`src/rtl/mips_pkg.sv`:
```
// Shared definitions for the MIPS pipeline front end: reset defaults,
// instruction field positions and the fetch state encoding.
package mips_pkg;

  localparam logic [31:0] DEFAULT_RESET_PC  = 32'h0000_0000;
  localparam logic [31:0] DEFAULT_NOP_INSTR = 32'h0000_0000;  // sll $0,$0,0

  localparam int unsigned OPCODE_MSB = 31;
  localparam int unsigned OPCODE_LSB = 26;

  typedef enum logic [1:0] {
    ST_BOOT,
    ST_FETCH,
    ST_DRAIN,
    ST_HOLD
  } fetch_state_e;

  function automatic logic [31:0] word_align(input logic [31:0] a);
    return a & ~32'h0000_0003;
  endfunction

endpackage

```
`src/rtl/if_id_reg.sv`:
```
// IF/ID pipeline register: instruction, PC+4 and valid, with load and flush.
// Flush wins over load and leaves PC+4 untouched.
module if_id_reg
  import mips_pkg::*;
#(
  parameter logic [31:0] NOP_INSTR = DEFAULT_NOP_INSTR
) (
  input  logic        clk,
  input  logic        rst_n,
  input  logic        i_load,
  input  logic        i_flush,
  input  logic [31:0] i_instr,
  input  logic [31:0] i_pc_plus4,
  output logic [31:0] o_instr,
  output logic [31:0] o_pc_plus4,
  output logic        o_valid
);

  logic [31:0] r_instr;
  logic [31:0] r_pc_plus4;
  logic        r_valid;

  always_ff @(posedge clk or negedge rst_n) begin
    if (!rst_n) begin
      r_instr    <= NOP_INSTR;
      r_pc_plus4 <= '0;
      r_valid    <= 1'b0;
    end else if (i_flush) begin
      r_instr <= NOP_INSTR;
      r_valid <= 1'b0;
    end else if (i_load) begin
      r_instr    <= i_instr;
      r_pc_plus4 <= i_pc_plus4;
      r_valid    <= 1'b1;
    end
  end

  assign o_instr    = r_instr;
  assign o_pc_plus4 = r_pc_plus4;
  assign o_valid    = r_valid;

endmodule

```
`src/rtl/fetch_stage.sv`:
```
// Instruction fetch: PC, imem req/ready handshake, one-entry skid buffer for
// words returning under a decode stall, and the IF/ID register.
module fetch_stage
  import mips_pkg::*;
#(
  parameter logic [31:0] RESET_PC  = DEFAULT_RESET_PC,
  parameter logic [31:0] NOP_INSTR = DEFAULT_NOP_INSTR
) (
  input  logic        clk,
  input  logic        rst_n,
  input  logic        stall,
  input  logic        branch_taken,
  input  logic [31:0] branch_target,
  input  logic        jump,
  input  logic [25:0] jump_index,
  output logic        imem_req,
  output logic [31:0] imem_addr,
  input  logic        imem_ready,
  input  logic [31:0] imem_rdata,
  output logic [31:0] if_id_instr,
  output logic [31:0] if_id_pc_plus4,
  output logic        if_id_valid,
  output logic [5:0]  opcode
);

  fetch_state_e r_state;
  logic [31:0]  r_pc;
  logic [31:0]  r_pending;
  logic [31:0]  r_skid;
  logic         r_req;

  logic         w_redirect;
  logic [31:0]  w_target;
  logic [31:0]  w_pc_plus4;
  logic         w_ifid_load;
  logic         w_ifid_flush;
  logic [31:0]  w_ifid_data;
  logic [31:0]  w_ifid_instr;
  logic [31:0]  w_ifid_pc_plus4;
  logic         w_ifid_valid;

  always_comb begin
    w_redirect   = branch_taken | jump;
    w_target     = branch_taken ? word_align(branch_target)
                                : {w_ifid_pc_plus4[31:28], jump_index, 2'b00};
    w_pc_plus4   = r_pc + 32'd4;
    w_ifid_load  = 1'b0;
    w_ifid_flush = 1'b0;
    w_ifid_data  = imem_rdata;
    case (r_state)
      ST_FETCH: begin
        w_ifid_flush = w_redirect;
        w_ifid_load  = !w_redirect && imem_ready && !stall;
      end
      ST_DRAIN: w_ifid_flush = w_redirect;
      ST_HOLD: begin
        w_ifid_flush = w_redirect;
        w_ifid_load  = !w_redirect && !stall;
        w_ifid_data  = r_skid;
      end
      default: ;
    endcase
  end

  always_ff @(posedge clk or negedge rst_n) begin
    if (!rst_n) begin
      r_state   <= ST_BOOT;
      r_pc      <= word_align(RESET_PC);
      r_pending <= '0;
      r_skid    <= '0;
      r_req     <= 1'b0;
    end else begin
      case (r_state)
        ST_BOOT: begin
          r_state <= ST_FETCH;
          r_req   <= 1'b1;
        end
        ST_FETCH: begin
          if (w_redirect) begin
            if (imem_ready) begin
              r_pc <= w_target;
            end else begin
              r_pending <= w_target;
              r_state   <= ST_DRAIN;
            end
          end else if (imem_ready) begin
            if (stall) begin
              r_skid  <= imem_rdata;
              r_state <= ST_HOLD;
              r_req   <= 1'b0;
            end else begin
              r_pc <= w_pc_plus4;
            end
          end
        end
        // The in-flight request must complete before the new PC is issued;
        // a redirect arriving together with ready is the latest and wins.
        ST_DRAIN: begin
          if (imem_ready) begin
            r_pc    <= w_redirect ? w_target : r_pending;
            r_state <= ST_FETCH;
          end else if (w_redirect) begin
            r_pending <= w_target;
          end
        end
        ST_HOLD: begin
          if (w_redirect) begin
            r_skid  <= '0;
            r_pc    <= w_target;
            r_state <= ST_FETCH;
            r_req   <= 1'b1;
          end else if (!stall) begin
            r_pc    <= w_pc_plus4;
            r_state <= ST_FETCH;
            r_req   <= 1'b1;
          end
        end
      endcase
    end
  end

  if_id_reg #(
    .NOP_INSTR(NOP_INSTR)
  ) u_if_id (
    .clk       (clk),
    .rst_n     (rst_n),
    .i_load    (w_ifid_load),
    .i_flush   (w_ifid_flush),
    .i_instr   (w_ifid_data),
    .i_pc_plus4(w_pc_plus4),
    .o_instr   (w_ifid_instr),
    .o_pc_plus4(w_ifid_pc_plus4),
    .o_valid   (w_ifid_valid)
  );

  assign imem_req       = r_req;
  assign imem_addr      = r_pc;
  assign if_id_instr    = w_ifid_instr;
  assign if_id_pc_plus4 = w_ifid_pc_plus4;
  assign if_id_valid    = w_ifid_valid;
  assign opcode         = w_ifid_instr[OPCODE_MSB:OPCODE_LSB];

endmodule
```
`config.mk`:
```
export PLATFORM = sky130hd
export DESIGN_NAME = fetch_stage
export DESIGN_NICKNAME = d
export VERILOG_FILES = /design/src/rtl/mips_pkg.sv /design/src/rtl/if_id_reg.sv /design/src/rtl/fetch_stage.sv
export SDC_FILE = /design/constraint.sdc
export NUM_CORES = 1
export LEC_CHECK = 0
export CAP_MARGIN = 25
export CORE_MARGIN = 8
export CORE_UTILIZATION = 35
export DETAILED_ROUTE_END_ITERATION = 6
export SYNTH_ARGS = -nofsm -noshare
export SYNTH_HDL_FRONTEND = slang
export SYNTH_SLANG_ARGS = --single-unit
```
`constraint.sdc`:
```
create_clock -name clk -period 7.05 [get_ports clk]
set_clock_uncertainty 0.05 [all_clocks]
set_input_delay 1.7625 -clock clk [delete_from_list [all_inputs] [get_ports clk]]
set_output_delay 1.7625 -clock clk [all_outputs]
set_load 0.01 [all_outputs]
```
==> run metrics <==
status=completed; Tcrit/Tclk final=59.4%; Slew Limit Headroom=~44%; Critical-path top delay cell=nor2_1; CTS tree=yes; commonest register cell after synthesis=dfrtp_1; DR iter-0 viols=589; area of the core=roughly 0.023 sq mm; synthesized flop and latch total=~160; sequential element share of the synthesized area=49.2%; initial standard-cell utilization of the core=35.6%; EDFF count, synth=0; end of the worst register-to-register path=u_if_id.o_pc_plus4[10]; power density over cell area=about 380 mW/mm^2; cts-stage hold buffer count=0; combined area of all synthesized cells=0.00833 sq mm; initial antenna violation count=1; post-synthesis async set-or-reset flop share=100%; fraction of layout instances using a drive strength above 1=8.85%; worst-case vdd ir drop=around 180 uV; most frequent cell on the critical path=buf_4; number of global-route vias before repair=6774; clock buffers created by TritonCTS=17; Hold Crit Depth=2; HPWL Detailed=18.2 mm; RSZ-0062 raised after global routing=no; H-tree depth=4; largest net degree at the start of global routing=74; clock insertion delay at the later pin of the skew report=430 ps; number of nets still failing antenna checks after routing=0; I/O pin count=200; maximum fanout along the worst path=32; clock slew seen by the registers of the worst setup and hold paths=60 ps; unique cell type count in the Yosys netlist=48; mean cell area of the mapped netlist=slightly above 9 sq um; Global Route met1 Usage=25.0%; crit end category=flop; Total Die Area=0.0290 sq mm; crit start category=input pin; GRT overflow=0; ordered cell list for the critical path=clkdlybuf4s50_1 -> buf_4 -> nor2_1 -> and2_1 -> nand3b_1 -> mux2i_4 -> buf_4 -> mux2_2; Ys Warns=0; Routed WL per cell=18.6 um; met2 track demand over resource=26.3%; area leader, netlist=dfrtp_1; final critical path time including I/O delays and setup=4190 ps; setup tns final=0 ps; Via Count=7139; hold violation total from the final report=0; R2R Path Start=r_state[0]; CP required=7310 ps; min-delay src=u_if_id.o_pc_plus4[15]; post-cts gate resize count=0; clk root buf=clkbuf_16; final count of negative-setup-slack endpoints=0; gate count after technology mapping=900; Post-Route WL=25.7 mm; placer's final routability congestion estimate=0.814; final routed DRC violation total=0; detailed-route vias per instance=5.17; Post-Syn Nets=1001; number of setup buffers added after CTS=0; DRT Pass-1 Iters=5; met3 demand-to-capacity share in global routing=4.08%; endpoint with the worst hold slack=u_if_id.o_pc_plus4[15]; critical path class=input pin to flop; worst-case reg-to-reg path depth=7; final-report max-slew violation count=0; net total in the final layout=1152; largest cells by area after synthesis=dfrtp_1 (49%), o21ai_0 (6.4%), nand2_1 (5.1%), mux2_2 (4.7%), a21oi_1 (4.6%); clock tree buffer depth=2; proportion of netlist area held by the largest area contributor=49.2%; post-detailed-placement cell area=0.0105 sq mm; register-to-register setup slack=3950 ps; Tot GR Track Use=17.6%; most common library cell in the layout ignoring fill and taps=clkdlybuf4s50_1; Maximum Capacitance Violations=0; first-pass GRT wire length=39.9 mm; chip height=170 um; count of input and output buffers=roughly 200; achievable frequency=239 MHz; delay of the slowest cell on the worst path=610 ps; standby leakage power=0.00447 uW; cell row count=56; post-synthesis to final-layout area growth=32.9%; share of the core filled with cells=a little under half; count of inserted antenna diode cells=0; Hold/Removal Path Class=flop to flop; Arr. time, crit path=roughly 4500 ps; width of the die=170 um; count of clock tree sinks=between 150 and 200; most frequent cells in the layout=clkdlybuf4s50_1 (195), dfrtp_1 (164), nand2_1 (113); Slew @ Worst Pin=842 ps; most utilized layer in the global route result=met2; cell area after layout=around 0.011 sq mm
-- layout make-up --
type                            instances  area (sq um)
Fill cell                            2291         12300
Tap cell                              319           399
Timing Repair Buffer                  211          2080
Sequential cell                       164          4100
Clock inverter                         13           150
Clock buffer                           17           425
Inverter                               11          41.3
Multi-Input combinational cell        646          3880
-- Yosys cell counts, types with 2 or more instances --
cell	number
o2bb2ai_1	9
dfrtp_1	164
nor4_1	7
o211ai_1	4
buf_4	9
nor3_1	12
a22o_1	4
mux2i_1	18
a21oi_1	77
nand3_1	6
inv_1	11
xnor2_1	24
clkbuf_1	57
nor2b_1	36
nor2_1	61
a221oi_1	2
a22oi_1	27
and4_1	6
or4_4	2
and2_1	4
a31oi_1	18
a21o_1	2
mux2_2	35
and3_1	4
o22ai_1	5
or3_1	3
o21ai_0	107
xor2_1	4
o32ai_1	3
buf_1	8
or4_1	3
buf_2	5
nand2_1	113
nand2b_1	17
a211oi_1	4
ha_1	5
nand4_1	13
-- flip-flops by register name, indices dropped and copies added, names as in the netlist --
name / count
u_if_id.o_instr: 32
imem_req: 1
imem_addr: 32
r_state: 2
u_if_id.o_pc_plus4: 32
r_skid: 32
r_pending: 32
u_if_id.o_valid: 1
-- per-stage QoR --
step	std cells	power (uW)	setup WS, ps	hold slack (ps)
after global routing	1381	4550	2720	446
after CTS	1381	4300	2860	429
after global placement	1350	3310	2410	410
after detailed placement	1351	3350	2430	413
after floorplan	900	2580	3430	413
final	1381	4260	2860	424
-- power breakdown --
group | switching [uW] | internal, uW | leakage [uW] | total, uW
logic | 859 | 826 | 0.00214 | 1690
registers | 330 | 1310 | 0.00206 | 1640
clock network | 412 | 525 | 0.000271 | 937
-- metal layers --
metal / wire, um / vias up
met5: 13 / -
met4: 470 / 2
met3: 1720 / 37
met2: 11600 / 219
met1: 11900 / 3416
li1: - / 3465
-- cells by family (layout without fill, tap and decap cells) --
family                   Yosys count  in the layout  share of synthesized area, %
buffers and inverters             90            252                          4.53
flip-flops                       164            164                          49.2
XOR/XNOR                          28             28                          2.94
multiplexers                      53             53                          6.89
AO/OA/AOI/OAI                    266            266                          18.4
adder cells (fa/ha/maj)            5              5                         0.751
AND/OR/NAND/NOR                  294            294                          17.2
-- worst max-delay path: cells and delay by family --
| kind | cells | cell delay (ps) |
|---|---|---|
| buf+inv | 3 | 1080 |
| simple gates | 3 | 1040 |
| mux | 2 | 540 |
-- how the worst max path moves through the flow --
stage / start / to / slack [ps] / depth (start not counted)
after floorplan: branch_taken / r_skid[10] / 3430 / 7
after global placement: jump / r_skid[10] / 2410 / 8
after detailed placement: jump / r_skid[8] / 2430 / 8
after CTS: jump / r_skid[16] / 2860 / 8
after global routing: jump / r_skid[11] / 2720 / 8
final: jump / r_skid[16] / 2860 / 8
Power figures use the tool's default switching activity.
